==> src/rtl/sequencia_tx_if.sv <==
// Command and symbol bus between a message requester and the sequencia_tx replay engine.
// Latency: none, wires only.
// Backpressure: none; start is honoured only while busy is low.
interface sequencia_tx_if;
    logic       start;
    logic [2:0] msg_sel;
    logic       abort;
    logic [6:0] sym;
    logic       sym_valid;
    logic       rec_clr;
    logic       busy;
    logic       done;
    logic [3:0] expect_code;

    modport master (
        output start, msg_sel, abort,
        input  sym, sym_valid, rec_clr, busy, done, expect_code
    );

    modport slave (
        input  start, msg_sel, abort,
        output sym, sym_valid, rec_clr, busy, done, expect_code
    );
endinterface

==> src/rtl/sequencia_tx.sv <==
// Replays one of 8 ROM test messages as 7-bit symbols with a strobe, plus recognizer clear and expected code.
// Latency: start edge -> rec_clr next cycle (CLR_EN) -> first strobe, then one strobe every GAP+1 cycles.
// Backpressure: none; start while busy is dropped, abort returns to idle without a done pulse.
module sequencia_tx #(
    parameter int unsigned GAP    = 1,
    parameter bit          CLR_EN = 1'b1
) (
    input  logic         clk,
    input  logic         reset,
    sequencia_tx_if.slave bus
);
    localparam logic [6:0] T_X   = 7'b1011000;
    localparam logic [6:0] T_K   = 7'b1101011;
    localparam logic [6:0] T_O   = 7'b1001111;
    localparam logic [6:0] T_PAR = 7'b0101000;
    localparam logic [6:0] T_FF  = 7'b0001100;
    localparam logic [6:0] T_TWO = 7'b0110010;
    localparam logic [6:0] T_SYN = 7'b0010110;
    localparam logic [6:0] T_HSH = 7'b0100011;
    localparam logic [6:0] T_NUL = 7'b0000000;

    // Token 0 sits in the least-significant slot of each packed entry.
    localparam logic [4:0][6:0] ROM [8] = '{
        {T_NUL, T_NUL, T_TWO, T_K,   T_X  },
        {T_NUL, T_NUL, T_HSH, T_FF,  T_PAR},
        {T_NUL, T_HSH, T_FF,  T_PAR, T_O  },
        {T_NUL, T_NUL, T_NUL, T_O,   T_X  },
        {T_NUL, T_HSH, T_PAR, T_O,   T_K  },
        {T_TWO, T_K,   T_X,   T_K,   T_X  },
        {T_NUL, T_NUL, T_SYN, T_K,   T_SYN},
        {T_NUL, T_NUL, T_X,   T_TWO, T_K  }
    };
    localparam logic [2:0] MSG_LEN [8] = '{3'd3, 3'd3, 3'd4, 3'd2, 3'd4, 3'd5, 3'd3, 3'd3};
    localparam logic [3:0] MSG_CODE [8] = '{4'b1001, 4'b1010, 4'b1010, 4'b1000,
                                            4'b1010, 4'b1001, 4'b1000, 4'b1001};
    localparam logic [3:0] GAP_LOAD = (GAP == 0) ? 4'd0 : 4'(GAP - 1);

    typedef enum logic [2:0] {S_IDLE, S_CLR, S_SEND, S_GAP, S_DONE} state_t;

    state_t     state;
    logic [2:0] msg;
    logic [2:0] idx;
    logic [3:0] gap_cnt;

    always_ff @(posedge clk or negedge reset) begin
        if (!reset) begin
            state           <= S_IDLE;
            msg             <= 3'd0;
            idx             <= 3'd0;
            gap_cnt         <= 4'd0;
            bus.sym         <= 7'd0;
            bus.sym_valid   <= 1'b0;
            bus.rec_clr     <= 1'b0;
            bus.busy        <= 1'b0;
            bus.done        <= 1'b0;
            bus.expect_code <= 4'd0;
        end else begin
            // Strobe, clear and done are single-cycle pulses unless a state re-asserts them.
            bus.sym_valid <= 1'b0;
            bus.rec_clr   <= 1'b0;
            bus.done      <= 1'b0;
            if (state != S_IDLE && bus.abort) begin
                state    <= S_IDLE;
                bus.busy <= 1'b0;
            end else begin
                case (state)
                    S_IDLE: begin
                        if (bus.start) begin
                            msg             <= bus.msg_sel;
                            idx             <= 3'd0;
                            bus.expect_code <= MSG_CODE[bus.msg_sel];
                            bus.busy        <= 1'b1;
                            if (CLR_EN) begin
                                state       <= S_CLR;
                                bus.rec_clr <= 1'b1;
                            end else begin
                                state         <= S_SEND;
                                bus.sym       <= ROM[bus.msg_sel][0];
                                bus.sym_valid <= 1'b1;
                            end
                        end
                    end
                    S_CLR: begin
                        state         <= S_SEND;
                        bus.sym       <= ROM[msg][idx];
                        bus.sym_valid <= 1'b1;
                    end
                    S_SEND: begin
                        if (idx == MSG_LEN[msg] - 3'd1) begin
                            state    <= S_DONE;
                            bus.done <= 1'b1;
                        end else begin
                            idx <= idx + 3'd1;
                            if (GAP == 0) begin
                                state         <= S_SEND;
                                bus.sym       <= ROM[msg][idx + 3'd1];
                                bus.sym_valid <= 1'b1;
                            end else begin
                                state   <= S_GAP;
                                gap_cnt <= GAP_LOAD;
                            end
                        end
                    end
                    S_GAP: begin
                        if (gap_cnt == 4'd0) begin
                            state         <= S_SEND;
                            bus.sym       <= ROM[msg][idx];
                            bus.sym_valid <= 1'b1;
                        end else begin
                            gap_cnt <= gap_cnt - 4'd1;
                        end
                    end
                    S_DONE: begin
                        state    <= S_IDLE;
                        bus.busy <= 1'b0;
                    end
                    default: begin
                        state    <= S_IDLE;
                        bus.busy <= 1'b0;
                    end
                endcase
            end
        end
    end
endmodule

==> src/flat_wrapper.sv <==
// flat-port wrapper written by rule: the top's interface ports become plain ports
module sequencia_tx_flat 
#(
    parameter int unsigned GAP    = 1,
    parameter bit          CLR_EN = 1'b1
)
  (clk, reset, bus_start, bus_msg_sel, bus_abort, bus_sym, bus_sym_valid, bus_rec_clr, bus_busy, bus_done, bus_expect_code);
  sequencia_tx_if bus_i ();
  input  logic clk;
  input  logic reset;
  input wire logic [$bits(bus_i.start)-1:0] bus_start;
  input wire logic [$bits(bus_i.msg_sel)-1:0] bus_msg_sel;
  input wire logic [$bits(bus_i.abort)-1:0] bus_abort;
  output wire logic [$bits(bus_i.sym)-1:0] bus_sym;
  output wire logic [$bits(bus_i.sym_valid)-1:0] bus_sym_valid;
  output wire logic [$bits(bus_i.rec_clr)-1:0] bus_rec_clr;
  output wire logic [$bits(bus_i.busy)-1:0] bus_busy;
  output wire logic [$bits(bus_i.done)-1:0] bus_done;
  output wire logic [$bits(bus_i.expect_code)-1:0] bus_expect_code;
  assign bus_i.start = bus_start;
  assign bus_i.msg_sel = bus_msg_sel;
  assign bus_i.abort = bus_abort;
  assign bus_sym = bus_i.sym;
  assign bus_sym_valid = bus_i.sym_valid;
  assign bus_rec_clr = bus_i.rec_clr;
  assign bus_busy = bus_i.busy;
  assign bus_done = bus_i.done;
  assign bus_expect_code = bus_i.expect_code;
  sequencia_tx #(.GAP(GAP), .CLR_EN(CLR_EN)) u_core (.clk(clk), .reset(reset), .bus(bus_i));
endmodule
==> config.mk <==
export PLATFORM = sky130hd
export DESIGN_NAME = sequencia_tx_flat
export DESIGN_NICKNAME = d
export VERILOG_FILES = /design/src/rtl/sequencia_tx_if.sv /design/src/rtl/sequencia_tx.sv /design/src/flat_wrapper.sv
export SDC_FILE = /design/constraint.sdc
export NUM_CORES = 1
export LEC_CHECK = 0
export ABC_AREA = 1
export BUFFER_PORTS_ARGS = -buffer_cell sky130_fd_sc_hd__buf_2
export CAP_MARGIN = 20
export CORE_MARGIN = 2
export CORE_UTILIZATION = 55
export DETAILED_ROUTE_END_ITERATION = 10
export GPL_ROUTABILITY_DRIVEN = 0
export PLACE_DENSITY = 0.8
export SETUP_SLACK_MARGIN = 0.2
export SLEW_MARGIN = 40
export SYNTH_ARGS = -nofsm -noshare
export SYNTH_HDL_FRONTEND = slang
export SYNTH_SLANG_ARGS = --single-unit
==> constraint.sdc <==
create_clock -name clk -period 2.45 [get_ports clk]
set_clock_uncertainty 0.1 [all_clocks]
set_input_delay 0.49 -clock clk [delete_from_list [all_inputs] [get_ports clk]]
set_output_delay 0.49 -clock clk [all_outputs]
set_load 0.02 [all_outputs]
==> run_results.csv <==
group,metric,value,unit
detailed_routing,drt-met1-wl,1670,um
global_routing,grt_max_degree,28,
synthesis,yosysWarnings,0,
detailed_routing,top_layer,"met4",
clocking,numCtsBuffers,3,
floorplanning,start_util,57.04,%
synthesis,synth_area,1713,um2
floorplanning,core,3003,um2
timing,post-route-min-period,2.054,ns
synthesis,avgSynthCellArea,7.167,um2
synthesis,synth-simple-area-share,35.28,%
clocking,clockBufferDepth,2,
layout,drive_above_1_share,18.01,%
critical_path,critPathArrivalTime,2.20,ns
detailed_routing,first_pass_iters,4,
power_and_ir_drop,power_density,1365,nW/um2
layout,layout_common_cells,"nand2_1, inv_1, dfrtp_1",
synthesis,synth_cell_types,26,
detailed_routing,drt-total-wl,3543,um
detailed_routing,vias_per_cell,5.330,
floorplanning,dieArea,3577,um2
floorplanning,placementRows,20,
floorplanning,pin_count,22,
timing,fin_ws,0.3959,ns
detailed_routing,vias,1567,
critical_path,cp.required,2.60,ns
hold_path,min_path_type,"input pin to asynchronous set/reset pin",
clocking,htree_levels,1,
detailed_routing,ant_nets,0,
placement,post-place-ws,0.3271,ns
timing,setup_viol,0,
critical_path,cp-start-kind,"flop",
synthesis,synth.net_count,255,
layout,antenna_cells,0,
synthesis,synth_cells,239,
synthesis,synth-xor-area-share,0.5113,%
layout,final_nets,278,
detailed_routing,wl_per_cell,12.05,um
synthesis,seq_area_frac_synth,39.44,%
timing,tightestPinTransition,0.6049,ns
floorplanning,chipHeight,59.81,um
synthesis,synth_top_area_cell,"dfrtp_1",
clocking,cts_tree,"done",
detailed_routing,dr_wl_met2,1632,um
clocking,cts-root-buf,"clkbuf_4",
power_and_ir_drop,leakagePower,1.041,nW
detailed_routing,drt_iter0_markers,60,
timing,final-max-slew-violation-count,0,
critical_path,path_max_fanout,8,
placement,place_hpwl,2572,um
synthesis,synth_mux_area_share,0,%
synthesis,synth_top_family_by_area,"simple AND/OR/NAND/NOR gates",
job,drv_cap,0,
global_routing,grt_pass1_wl,6085,um
synthesis,synth-compound-area-share,9.496,%
timing,fmax,0.4868,GHz
clocking,clk_latency,0.34,ns
layout,mostFrequentLayoutCell,"nand2_1",
layout,area_growth,9.788,%
global_routing,grt_use_total,22.13,%
timing,hold_violations,0,
global_routing,grt_antenna_before_repair,0,
timing,max_slew_margin,59.67,%
critical_path,cp-end-kind,"flop",
clocking,clk_pin_slew,0.15,ns
global_routing,grt.overflow.total,0,
timing,rsz0062_at_grt,"false",
synthesis,synthAdderAreaFrac,6.574,%
synthesis,synth_area_leaders,"dfrtp_1, nand2_1, ha_1",
global_routing,grt_pass1_vias,1459,
critical_path,crit_type,"flop to flop",
synthesis,synth_seq_cells,27,
timing,setup_tns,0,ns
synthesis,synth_top_area_share,39.44,%
detailed_routing,met3_length,186,um
power_and_ir_drop,vdd_drop_max,614.3,uV
outcome,outcome,"complete, no violations",
clocking,clock_sinks,27,
timing,fin_crit_sh,83.84,%
placement,port_buffers,20,
detailed_routing,drc,0,
floorplanning,die_w,59.81,um
==> sequential cells by signal (all words and copies together), names as in the netlist, 3 cells and up <==
signal                  cells
u_core.bus.sym              7
u_core.gap_cnt              4
u_core.bus.expect_code      3
u_core.idx                  3
u_core.msg                  3
u_core.state                3
==> stage by stage <==
step,total power [mW],util [%],instance area (um2),hold slack [ns],instances
2_1_floorplan,1.970,-,1713,0.09441,239
3_3_place_gp,2.279,60.67,1822,0.3551,287
3_5_place_dp,2.309,60.67,1822,0.3553,287
4_1_cts,2.527,61.67,1852,0.05098,291
5_1_grt,2.847,62.63,1881,0.07619,294
6_report,2.567,62.63,1881,0.03423,294
==> Yosys cell counts, drive strengths merged <==
| cell | n |
|---|---|
| or2 | 1 |
| a21oi | 10 |
| o21ai | 18 |
| o211ai | 1 |
| nor4 | 1 |
| dfrtp | 27 |
| o31ai | 1 |
| buf | 5 |
| xor2 | 1 |
| nor2 | 24 |
| o21a | 1 |
| inv | 30 |
| conb | 1 |
| ha | 9 |
| nor3 | 2 |
| nand3 | 20 |
| nand2 | 80 |
| nand4 | 7 |
==> path summary, 6_finish.rpt <==
path / start / endpoint / slack [ns] / cells past startpoint
max reg2reg: u_core.msg[0] / u_core.idx[1] / 0.40 / 14
min: reset / u_core.bus.sym[2] / 0.03 / 1
min in group clk: bus_msg_sel[1] / u_core.msg[1] / 0.31 / 3
min reg2reg: u_core.bus.sym[2] / u_core.bus.sym[2] / 0.39 / 2
max in group asynchronous: reset / u_core.msg[2] / 1.79 / 1
max: u_core.msg[0] / u_core.idx[1] / 0.40 / 14
==> critical path: stages (launching register included) <==
cell and delay (ns):
dfrtp_2 0.46, inv_2 0.09, ha_2 0.19, inv_1 0.05, nand2_1 0.07, nand2_1 0.07
ha_1 0.30, inv_1 0.06, nand2_1 0.04, nand2_1 0.12, nor2_4 0.05, nand3_4 0.12
nand3_2 0.12, nand2_1 0.08, nand2_1 0.06
==> cell type report <==
| class | count | area, um2 |
|---|---|---|
| sequential | 27 | 679.4 |
| multi-input combinational | 177 | 894.6 |
| inverter | 30 | 112.6 |
| clock buffer | 3 | 22.52 |
| fill | 285 | 1122 |
| clock inverter | 1 | 7.507 |
| timing repair buffer | 23 | 122.6 |
| tap | 33 | 41.29 |
==> power by group <==
group / total (mW) / internal (mW) / leakage (nW) / switching [mW]
registers: 0.805 / 0.626 / 0.337 / 0.180
clock network: 0.203 / 0.0627 / 0.0139 / 0.140
logic: 1.56 / 0.541 / 0.690 / 1.02
==> what timing repair did <==
item                       in CTS  in global routing
setup endpoints to repair       0                  9
hold buffers                    0                  0
resized for setup               0                  6
setup buffers                   0                  3
==> cell families (layout without fill, tap and decap cells) <==
kind of cell / Yosys count / in the layout
and+or+nand+nor: 135 / 135
xor gates and xnor gates: 1 / 1
buffers and inverters: 35 / 57
adders and majority gates: 9 / 9
AOI/OAI and AO/OA: 31 / 31
other: 1 / 1
DFF: 27 / 27
==> layer usage <==
| metal | global-route usage (%) | up-vias |
|---|---|---|
| met3 | 2.814 | 7 |
| li1 | - | 807 |
| met2 | 35.09 | 42 |
| met4 | 9.841 | 0 |
| met5 | 0 | - |
| met1 | 30.07 | 711 |
Power figures use the tool's default switching activity.
